==> config.mk <==
export PLATFORM = sky130hd
export DESIGN_NAME = mem_port_arb
export DESIGN_NICKNAME = d
export VERILOG_FILES = /design/src/rtl/s4_pkg.sv /design/src/rtl/ls_lane_align.sv /design/src/rtl/mem_port_arb.sv
export SDC_FILE = /design/constraint.sdc
export NUM_CORES = 1
export LEC_CHECK = 0
export ABC_AREA = 0
export CORE_AREA = 2 2 197 199
export DETAILED_ROUTE_END_ITERATION = 16
export DIE_AREA = 0 0 199 201
export PLACE_DENSITY = 0.67
export SYNTH_ARGS = -nofsm -noshare
export SYNTH_HDL_FRONTEND = slang
export SYNTH_SLANG_ARGS = --single-unit
==> constraint.sdc <==
create_clock -name clock -period 2.05 [get_ports clock]
set_input_delay 0.41 -clock clock [delete_from_list [all_inputs] [get_ports clock]]
set_output_delay 0.41 -clock clock [all_outputs]
set_load 0.01 [all_outputs]
==> src/rtl/s4_pkg.sv <==
// s4 core shared definitions: data width, access-size encodings,
// arbiter state encoding and the alignment-mask helper.
package s4_pkg;

   localparam int XLEN = 64;

   localparam logic [1:0] SZ_B = 2'd0;
   localparam logic [1:0] SZ_H = 2'd1;
   localparam logic [1:0] SZ_W = 2'd2;
   localparam logic [1:0] SZ_D = 2'd3;

   typedef enum logic [1:0] {
      ARB_IDLE   = 2'd0,
      ARB_ACCESS = 2'd1,
      ARB_RESP   = 2'd2
   } arb_state_e;

   // Low address bits that must be zero for a naturally aligned access.
   function automatic logic [2:0] align_mask(input logic [1:0] size);
      logic [2:0] m;
      m = 3'b000;
      unique case (size)
         SZ_B: m = 3'b000;
         SZ_H: m = 3'b001;
         SZ_W: m = 3'b011;
         SZ_D: m = 3'b111;
      endcase
      return m;
   endfunction

endpackage

==> src/rtl/ls_lane_align.sv <==
// Byte-lane generation for stores and data extraction for loads.
// Ports: size_i/off_i select lanes; wdata_i/rdata_i in, be_o/wdata_o/rdata_o out.
module ls_lane_align
   import s4_pkg::*;
(
   input  logic [1:0]      size_i,
   input  logic [2:0]      off_i,
   input  logic [XLEN-1:0] wdata_i,
   input  logic [XLEN-1:0] rdata_i,
   output logic [7:0]      be_o,
   output logic [XLEN-1:0] wdata_o,
   output logic [XLEN-1:0] rdata_o
);

   logic [7:0]      be_base;
   logic [XLEN-1:0] mask;
   logic [XLEN-1:0] shifted;

   always_comb begin
      be_base = 8'h01;
      mask    = 64'hFF;
      unique case (size_i)
         SZ_B: begin be_base = 8'h01; mask = 64'h0000_0000_0000_00FF; end
         SZ_H: begin be_base = 8'h03; mask = 64'h0000_0000_0000_FFFF; end
         SZ_W: begin be_base = 8'h0F; mask = 64'h0000_0000_FFFF_FFFF; end
         SZ_D: begin be_base = 8'hFF; mask = 64'hFFFF_FFFF_FFFF_FFFF; end
      endcase
   end

   assign be_o    = be_base << off_i;
   assign wdata_o = wdata_i << {off_i, 3'b000};
   assign shifted = rdata_i >> {off_i, 3'b000};
   assign rdata_o = shifted & mask;

endmodule

==> src/rtl/mem_port_arb.sv <==
// IF/LS arbiter in front of a fixed-latency 64-bit single-port memory.
// Ports: if_* fetch port, ls_* load/store port, m_* memory port; all outputs registered.
module mem_port_arb
   import s4_pkg::*;
#(
   parameter int MEM_LAT    = 2,
   parameter int STARVE_MAX = 4
) (
   input  logic            clock,
   input  logic            reset_n,
   input  logic            if_req,
   input  logic [XLEN-1:0] if_addr,
   output logic            if_gnt,
   output logic            if_rvalid,
   output logic [31:0]     if_rdata,
   output logic            if_err,
   input  logic            ls_req,
   input  logic            ls_we,
   input  logic [1:0]      ls_size,
   input  logic [XLEN-1:0] ls_addr,
   input  logic [XLEN-1:0] ls_wdata,
   output logic            ls_gnt,
   output logic            ls_rvalid,
   output logic [XLEN-1:0] ls_rdata,
   output logic            ls_err,
   output logic            m_en,
   output logic            m_we,
   output logic [XLEN-1:0] m_addr,
   output logic [7:0]      m_be,
   output logic [XLEN-1:0] m_wdata,
   input  logic [XLEN-1:0] m_rdata
);

   localparam int CW = 8;
   localparam logic [CW-1:0] SMAX = CW'(STARVE_MAX);

   arb_state_e state_q, state_d;

   logic            sel_ls_q, sel_ls_d;
   logic            we_q, we_d;
   logic [1:0]      size_q, size_d;
   logic [2:0]      off_q, off_d;
   logic            mis_q, mis_d;
   logic [CW-1:0]   lat_q, lat_d;
   logic [CW-1:0]   starve_q, starve_d;

   logic            if_gnt_q, if_gnt_d;
   logic            if_rvalid_q, if_rvalid_d;
   logic [31:0]     if_rdata_q, if_rdata_d;
   logic            if_err_q, if_err_d;
   logic            ls_gnt_q, ls_gnt_d;
   logic            ls_rvalid_q, ls_rvalid_d;
   logic [XLEN-1:0] ls_rdata_q, ls_rdata_d;
   logic            ls_err_q, ls_err_d;
   logic            m_en_q, m_en_d;
   logic            m_we_q, m_we_d;
   logic [XLEN-1:0] m_addr_q, m_addr_d;
   logic [7:0]      m_be_q, m_be_d;
   logic [XLEN-1:0] m_wdata_q, m_wdata_d;

   logic            idle;
   logic            if_win, ls_win;
   logic            if_mis, ls_mis;
   logic [CW-1:0]   lat_lim;
   logic [1:0]      al_size;
   logic [2:0]      al_off;
   logic [7:0]      al_be;
   logic [XLEN-1:0] al_wdata;
   logic [XLEN-1:0] al_rdata;

   assign idle   = (state_q == ARB_IDLE);
   assign if_win = if_req && (!ls_req || starve_q == SMAX);
   assign ls_win = ls_req && !if_win;
   assign if_mis = (if_addr[1:0] != 2'b00);
   assign ls_mis = ((ls_addr[2:0] & align_mask(ls_size)) != 3'b000);

   // A misaligned access never reaches memory; it waits one cycle only.
   assign lat_lim = mis_q ? CW'(1) : CW'(MEM_LAT);

   // Lane logic sees live LS inputs while arbitrating, latched payload after.
   assign al_size = idle ? ls_size : size_q;
   assign al_off  = idle ? ls_addr[2:0] : off_q;

   ls_lane_align u_align (
      .size_i  (al_size),
      .off_i   (al_off),
      .wdata_i (ls_wdata),
      .rdata_i (m_rdata),
      .be_o    (al_be),
      .wdata_o (al_wdata),
      .rdata_o (al_rdata)
   );

   always_comb begin
      state_d     = state_q;
      sel_ls_d    = sel_ls_q;
      we_d        = we_q;
      size_d      = size_q;
      off_d       = off_q;
      mis_d       = mis_q;
      lat_d       = lat_q;
      starve_d    = starve_q;
      if_gnt_d    = 1'b0;
      if_rvalid_d = 1'b0;
      if_rdata_d  = '0;
      if_err_d    = 1'b0;
      ls_gnt_d    = 1'b0;
      ls_rvalid_d = 1'b0;
      ls_rdata_d  = '0;
      ls_err_d    = 1'b0;
      m_en_d      = 1'b0;
      m_we_d      = 1'b0;
      m_addr_d    = '0;
      m_be_d      = '0;
      m_wdata_d   = '0;

      unique case (state_q)
         ARB_IDLE: begin
            unique case (1'b1)
               ls_win: begin
                  state_d  = ARB_ACCESS;
                  lat_d    = '0;
                  sel_ls_d = 1'b1;
                  we_d     = ls_we;
                  size_d   = ls_size;
                  off_d    = ls_addr[2:0];
                  mis_d    = ls_mis;
                  ls_gnt_d = 1'b1;
                  if (if_req && starve_q != SMAX)
                     starve_d = starve_q + CW'(1);
                  if (!ls_mis) begin
                     m_en_d    = 1'b1;
                     m_we_d    = ls_we;
                     m_addr_d  = {ls_addr[63:3], 3'b000};
                     m_be_d    = ls_we ? al_be : 8'hFF;
                     m_wdata_d = ls_we ? al_wdata : '0;
                  end
               end
               if_win: begin
                  state_d  = ARB_ACCESS;
                  lat_d    = '0;
                  sel_ls_d = 1'b0;
                  we_d     = 1'b0;
                  size_d   = SZ_W;
                  off_d    = if_addr[2:0];
                  mis_d    = if_mis;
                  if_gnt_d = 1'b1;
                  starve_d = '0;
                  if (!if_mis) begin
                     m_en_d   = 1'b1;
                     m_addr_d = {if_addr[63:3], 3'b000};
                     m_be_d   = 8'hFF;
                  end
               end
               default: ;
            endcase
         end
         ARB_ACCESS: begin
            if (lat_q == lat_lim) begin
               state_d = ARB_RESP;
               if (sel_ls_q) begin
                  ls_rvalid_d = 1'b1;
                  ls_err_d    = mis_q;
                  ls_rdata_d  = (mis_q || we_q) ? '0 : al_rdata;
               end else begin
                  if_rvalid_d = 1'b1;
                  if_err_d    = mis_q;
                  if (!mis_q)
                     if_rdata_d = off_q[2] ? m_rdata[63:32] : m_rdata[31:0];
               end
            end else begin
               lat_d = lat_q + CW'(1);
            end
         end
         ARB_RESP: state_d = ARB_IDLE;
         default:  state_d = ARB_IDLE;
      endcase
   end

   always_ff @(posedge clock or negedge reset_n) begin
      if (!reset_n) begin
         state_q     <= ARB_IDLE;
         sel_ls_q    <= 1'b0;
         we_q        <= 1'b0;
         size_q      <= SZ_B;
         off_q       <= '0;
         mis_q       <= 1'b0;
         lat_q       <= '0;
         starve_q    <= '0;
         if_gnt_q    <= 1'b0;
         if_rvalid_q <= 1'b0;
         if_rdata_q  <= '0;
         if_err_q    <= 1'b0;
         ls_gnt_q    <= 1'b0;
         ls_rvalid_q <= 1'b0;
         ls_rdata_q  <= '0;
         ls_err_q    <= 1'b0;
         m_en_q      <= 1'b0;
         m_we_q      <= 1'b0;
         m_addr_q    <= '0;
         m_be_q      <= '0;
         m_wdata_q   <= '0;
      end else begin
         state_q     <= state_d;
         sel_ls_q    <= sel_ls_d;
         we_q        <= we_d;
         size_q      <= size_d;
         off_q       <= off_d;
         mis_q       <= mis_d;
         lat_q       <= lat_d;
         starve_q    <= starve_d;
         if_gnt_q    <= if_gnt_d;
         if_rvalid_q <= if_rvalid_d;
         if_rdata_q  <= if_rdata_d;
         if_err_q    <= if_err_d;
         ls_gnt_q    <= ls_gnt_d;
         ls_rvalid_q <= ls_rvalid_d;
         ls_rdata_q  <= ls_rdata_d;
         ls_err_q    <= ls_err_d;
         m_en_q      <= m_en_d;
         m_we_q      <= m_we_d;
         m_addr_q    <= m_addr_d;
         m_be_q      <= m_be_d;
         m_wdata_q   <= m_wdata_d;
      end
   end

   assign if_gnt    = if_gnt_q;
   assign if_rvalid = if_rvalid_q;
   assign if_rdata  = if_rdata_q;
   assign if_err    = if_err_q;
   assign ls_gnt    = ls_gnt_q;
   assign ls_rvalid = ls_rvalid_q;
   assign ls_rdata  = ls_rdata_q;
   assign ls_err    = ls_err_q;
   assign m_en      = m_en_q;
   assign m_we      = m_we_q;
   assign m_addr    = m_addr_q;
   assign m_be      = m_be_q;
   assign m_wdata   = m_wdata_q;

endmodule

==> summary.txt <==
Run status
  • Result of the run: complete, but fails checks
  • Failing checks: negative setup slack

Floorplanning
  • Number of ports placed on the die boundary: approximately 500
  • Area of the placeable core: about 38000 µm²
  • Horiz. Die Dim: roughly 200 µm
  • Die area: ~40000 µm²
  • Placement row count: 72
  • Die height: around 200 µm
  • Starting utilization of the core area: between 30% and 40%

Worst setup path
  • Crit start category: flip-flop
  • Crit Path Max Fanout: 8
  • Slowest Stage Delay on Critical Path: between 0.5 and 0.6 ns
  • Worst EP required: ~2.5 ns
  • Slowest stage cell on the critical path: or4_4
  • Crit end category: flip-flop
  • Cells along the critical path: buf_6 -> nand2b_4 -> or4b_4 -> or4_4 -> buf_8 -> nor2_4 -> buf_6 -> and2_4
  • Most repeated library cell on the critical path: buf_6
  • Type of the worst setup path: flip-flop to flip-flop
  • Critical path's top delay family: simple AND/OR/NAND/NOR gates
  • Buffers & Inverters on Critical Path: 3
  • CP arrival: between 2 and 3 ns

Placement
  • Placement Cell Area: between 15000 and 20000 µm²
  • Number of I/O port buffers: between 400 and 500
  • RePlAce Congestion: about 1
  • Setup slack after placement: -0.5941 ns
  • Hpwl dp: approximately 40 mm

STA
  • Crit path setup slack, layout: -0.1751 ns
  • Count of final max-slew check failures: 0
  • Post-route fraction of the period consumed by the critical path: 108.5%
  • Fmax: ~450 MHz
  • Number of setup violations in the final report: 140
  • Transition time at the pin with the least slew margin: a little under 0.6 ns
  • Final setup skew: roughly 0.014 ns
  • Unrepaired setup endpoints after global routing: true
  • Max_slew headroom: around three fifths
  • Count of endpoints failing hold in the final timing report: 0
  • Post-layout min period: about 2.2 ns

CTS
  • H-Tree Level Count: 1
  • Library cell used as clock root buffer: clkbuf_16
  • TritonCTS clock tree: yes
  • Max Buffers Root-to-Sink: 3
  • Source-to-sink clock delay at the later pin of the worst-skew pair: between 0.5 and 0.6 ns
  • Clock slew at the register clock pins of the worst setup and hold paths: approximately 0.070 ns
  • # clock sinks: roughly 260
  • Number of buffers added by the clock tree synthesis step: 29

Global routing
  • Number of global-route vias before repair: about 13000
  • Antenna violations before repair: 5
  • Overall fraction of global-route tracks in use: between 20% and 30%
  • First-pass GRT wire length: roughly 83 mm
  • Maximum number of pins on one net before global-route repair: 70
  • Overflow left after global routing: 0

Power
  • Max VDD drop: approximately 630 µV
  • Leak pwr: 10.21 nW
  • Power per standard cell area: 1148 nW/µm²

Drt
  • Vias after detailed routing: 13464
  • Via-to-Cell Ratio: 5.416
  • Number of nets still failing antenna checks after routing: 0
  • Routed len/inst: approximately 24 µm
  • Routed WL: 60.03 mm
  • DRC violation count after routing: 0
  • Detailed-router iteration count before antenna repair: 7
  • Detailed router's first-iteration violation count: roughly 1200

Cells and area
  • Final instance area: 24030 µm²
  • Fin util: 63.06%
  • Relative area change from synthesis to final layout: 90.88%
  • Count of fill cells added during filler insertion: approximately 3000
  • Footprint of the multi-input gates: 7202 µm²
  • Final net count: about 2200
  • Fraction of final layout cells with drive strength greater than 1: about a third
  • Register cell area after layout: 6584 µm²

Logic synthesis
  • #FFs+latches synth: ~260
  • Proportion of netlist area held by the largest area contributor: between 50% and 60%
  • Fraction of the yosys area taken by sequential cells: a little over half
  • Most frequently used flop master after synthesis: dfrtp_1
  • Yosys warning total: 0
  • Cell taking the most area after synthesis: dfrtp_1
  • Cell types occupying the most area after synthesis: dfrtp_1 52%, mux2i_1 8.0%, nor2_1 5.2%
  • Library cells used by synthesis: 67
  • Count of flip-flops with a built-in enable after synthesis: 0
  • Synthesized netlist cell count: about 1200
  • Async set-or-reset flop fraction in the synthesized netlist: 100.0%
  • Syn avg cell area: between 10 and 15 µm²
  • Post-Syn Area: between 10000 and 15000 µm²

Hold path
  • Type of the most critical hold path: primary input to asynchronous set/reset pin

Flow run
  • Count of max-cap constraint violations: 0
## through the flow
stage               instances  hold slack (ns)  setup TNS (ns)  total power [mW]
floorplan                1204           0.1144         -0.4740             11.58
global placement         2316           0.2935          -83.27             16.01
detailed placement       2316           0.2955          -88.95             16.10
CTS                      2422           0.2993          -8.568             24.57
global route             2484           0.3195          -21.68             28.64
finish                   2486           0.3038          -11.24             27.59
## cell type report
type	count	share of cell area (%)
antenna	6	0.06248
clock inverter	17	0.7706
inverter	11	0.1874
multi-input combinational	835	29.97
sequential	263	27.40
timing repair buffer	801	35.59
tap	518	2.697
clock buffer	35	3.322
## path summary, 6_finish.rpt
kind	slack [ns]	cells past startpoint	start	to
worst min-delay path	0.30	2	reset_n	if_gnt
worst max register to register	-0.18	8	state_q[0]	ls_rdata[63]
min in group clock	0.49	3	ls_addr[11]	m_addr[11]
worst min register to register	0.50	2	we_q	we_q
worst max-delay path	-0.18	8	state_q[0]	ls_rdata[63]
max in group asynchronous	1.02	4	reset_n	m_wdata[53]
## routing by layer
metal / track usage (%) / up-vias / part of all wire (%) / routed length, µm
met4: 11.89 / 2 / 4.4 / 2621
met1: 34.64 / 6636 / 38 / 22750
li1: - / 5829 / - / -
met2: 44.59 / 823 / 49 / 29460
met5: 0 / - / 0.022 / 13
met3: 5.679 / 174 / 8.6 / 5188
## repair_timing
item	4_1_cts	5_1_grt
hold buffers	1	0
setup buffers	38	51
resized for setup	177	265
hold endpoints to repair	43	0
gates cloned	15	16
pin swaps	34	121
setup endpoints to repair	204	231
## state kept, by name, indices dropped and copies added, names as in the netlist, 2 cells and up
| signal | cells |
|---|---|
| off_q | 3 |
| lat_q | 8 |
| m_be | 8 |
| if_rdata | 32 |
| m_addr | 61 |
| starve_q | 8 |
| ls_rdata | 64 |
| state_q | 2 |
| m_wdata | 64 |
| size_q | 2 |
## layout by cell type (no fill, tap or decap), types with 15 or more instances in the layout
cell,netlist,final
clkdlybuf4s50_1,0,498
dfrtp_1,263,261
buf_4,8,171
nor2_1,175,149
nand2_1,95,84
a22oi_2,0,56
mux2i_1,101,56
buf_6,3,52
clkbuf_16,0,43
buf_12,0,41
mux2i_4,1,35
nand3_1,33,31
o21a_1,26,25
a21oi_2,0,22
and2_1,26,19
o21ai_0,22,18
mux2_2,26,17
nor2_2,3,16
a21oi_1,40,15
## cell families after synthesis
group	count (synthesis)	share of synthesized area [%]
buffers and inverters	106	3.896
XOR/XNOR	10	0.6957
multiplexers	136	11.97
AO/OA/AOI/OAI	277	15.90
adder cells (fa/ha/maj)	3	0.2982
other	1	0.02979
flip-flops	263	52.28
AND/OR/NAND/NOR	406	14.94
## cells in the mapped netlist (12+ instances only)
cell / count
mux2i_1: 101
and2_1: 26
o21ai_0: 22
buf_2: 32
a31oi_1: 13
clkbuf_1: 48
o21a_1: 26
nand2_1: 95
and3_1: 14
o22ai_1: 19
mux2_2: 26
a22oi_1: 69
a2bb2oi_1: 16
nand3_1: 33
nor2_1: 175
a211oi_1: 12
a32o_1: 24
nor3_1: 16
dfrtp_1: 263
a21oi_1: 40
## power by group
part	switching (mW)	internal [mW]	total, mW
clock network	2.25	3.15	5.41
logic	7.70	8.73	16.4
registers	0.226	5.52	5.75
total	10.2	17.4	27.6
No activity file was read; power rests on OpenSTA's default activity.
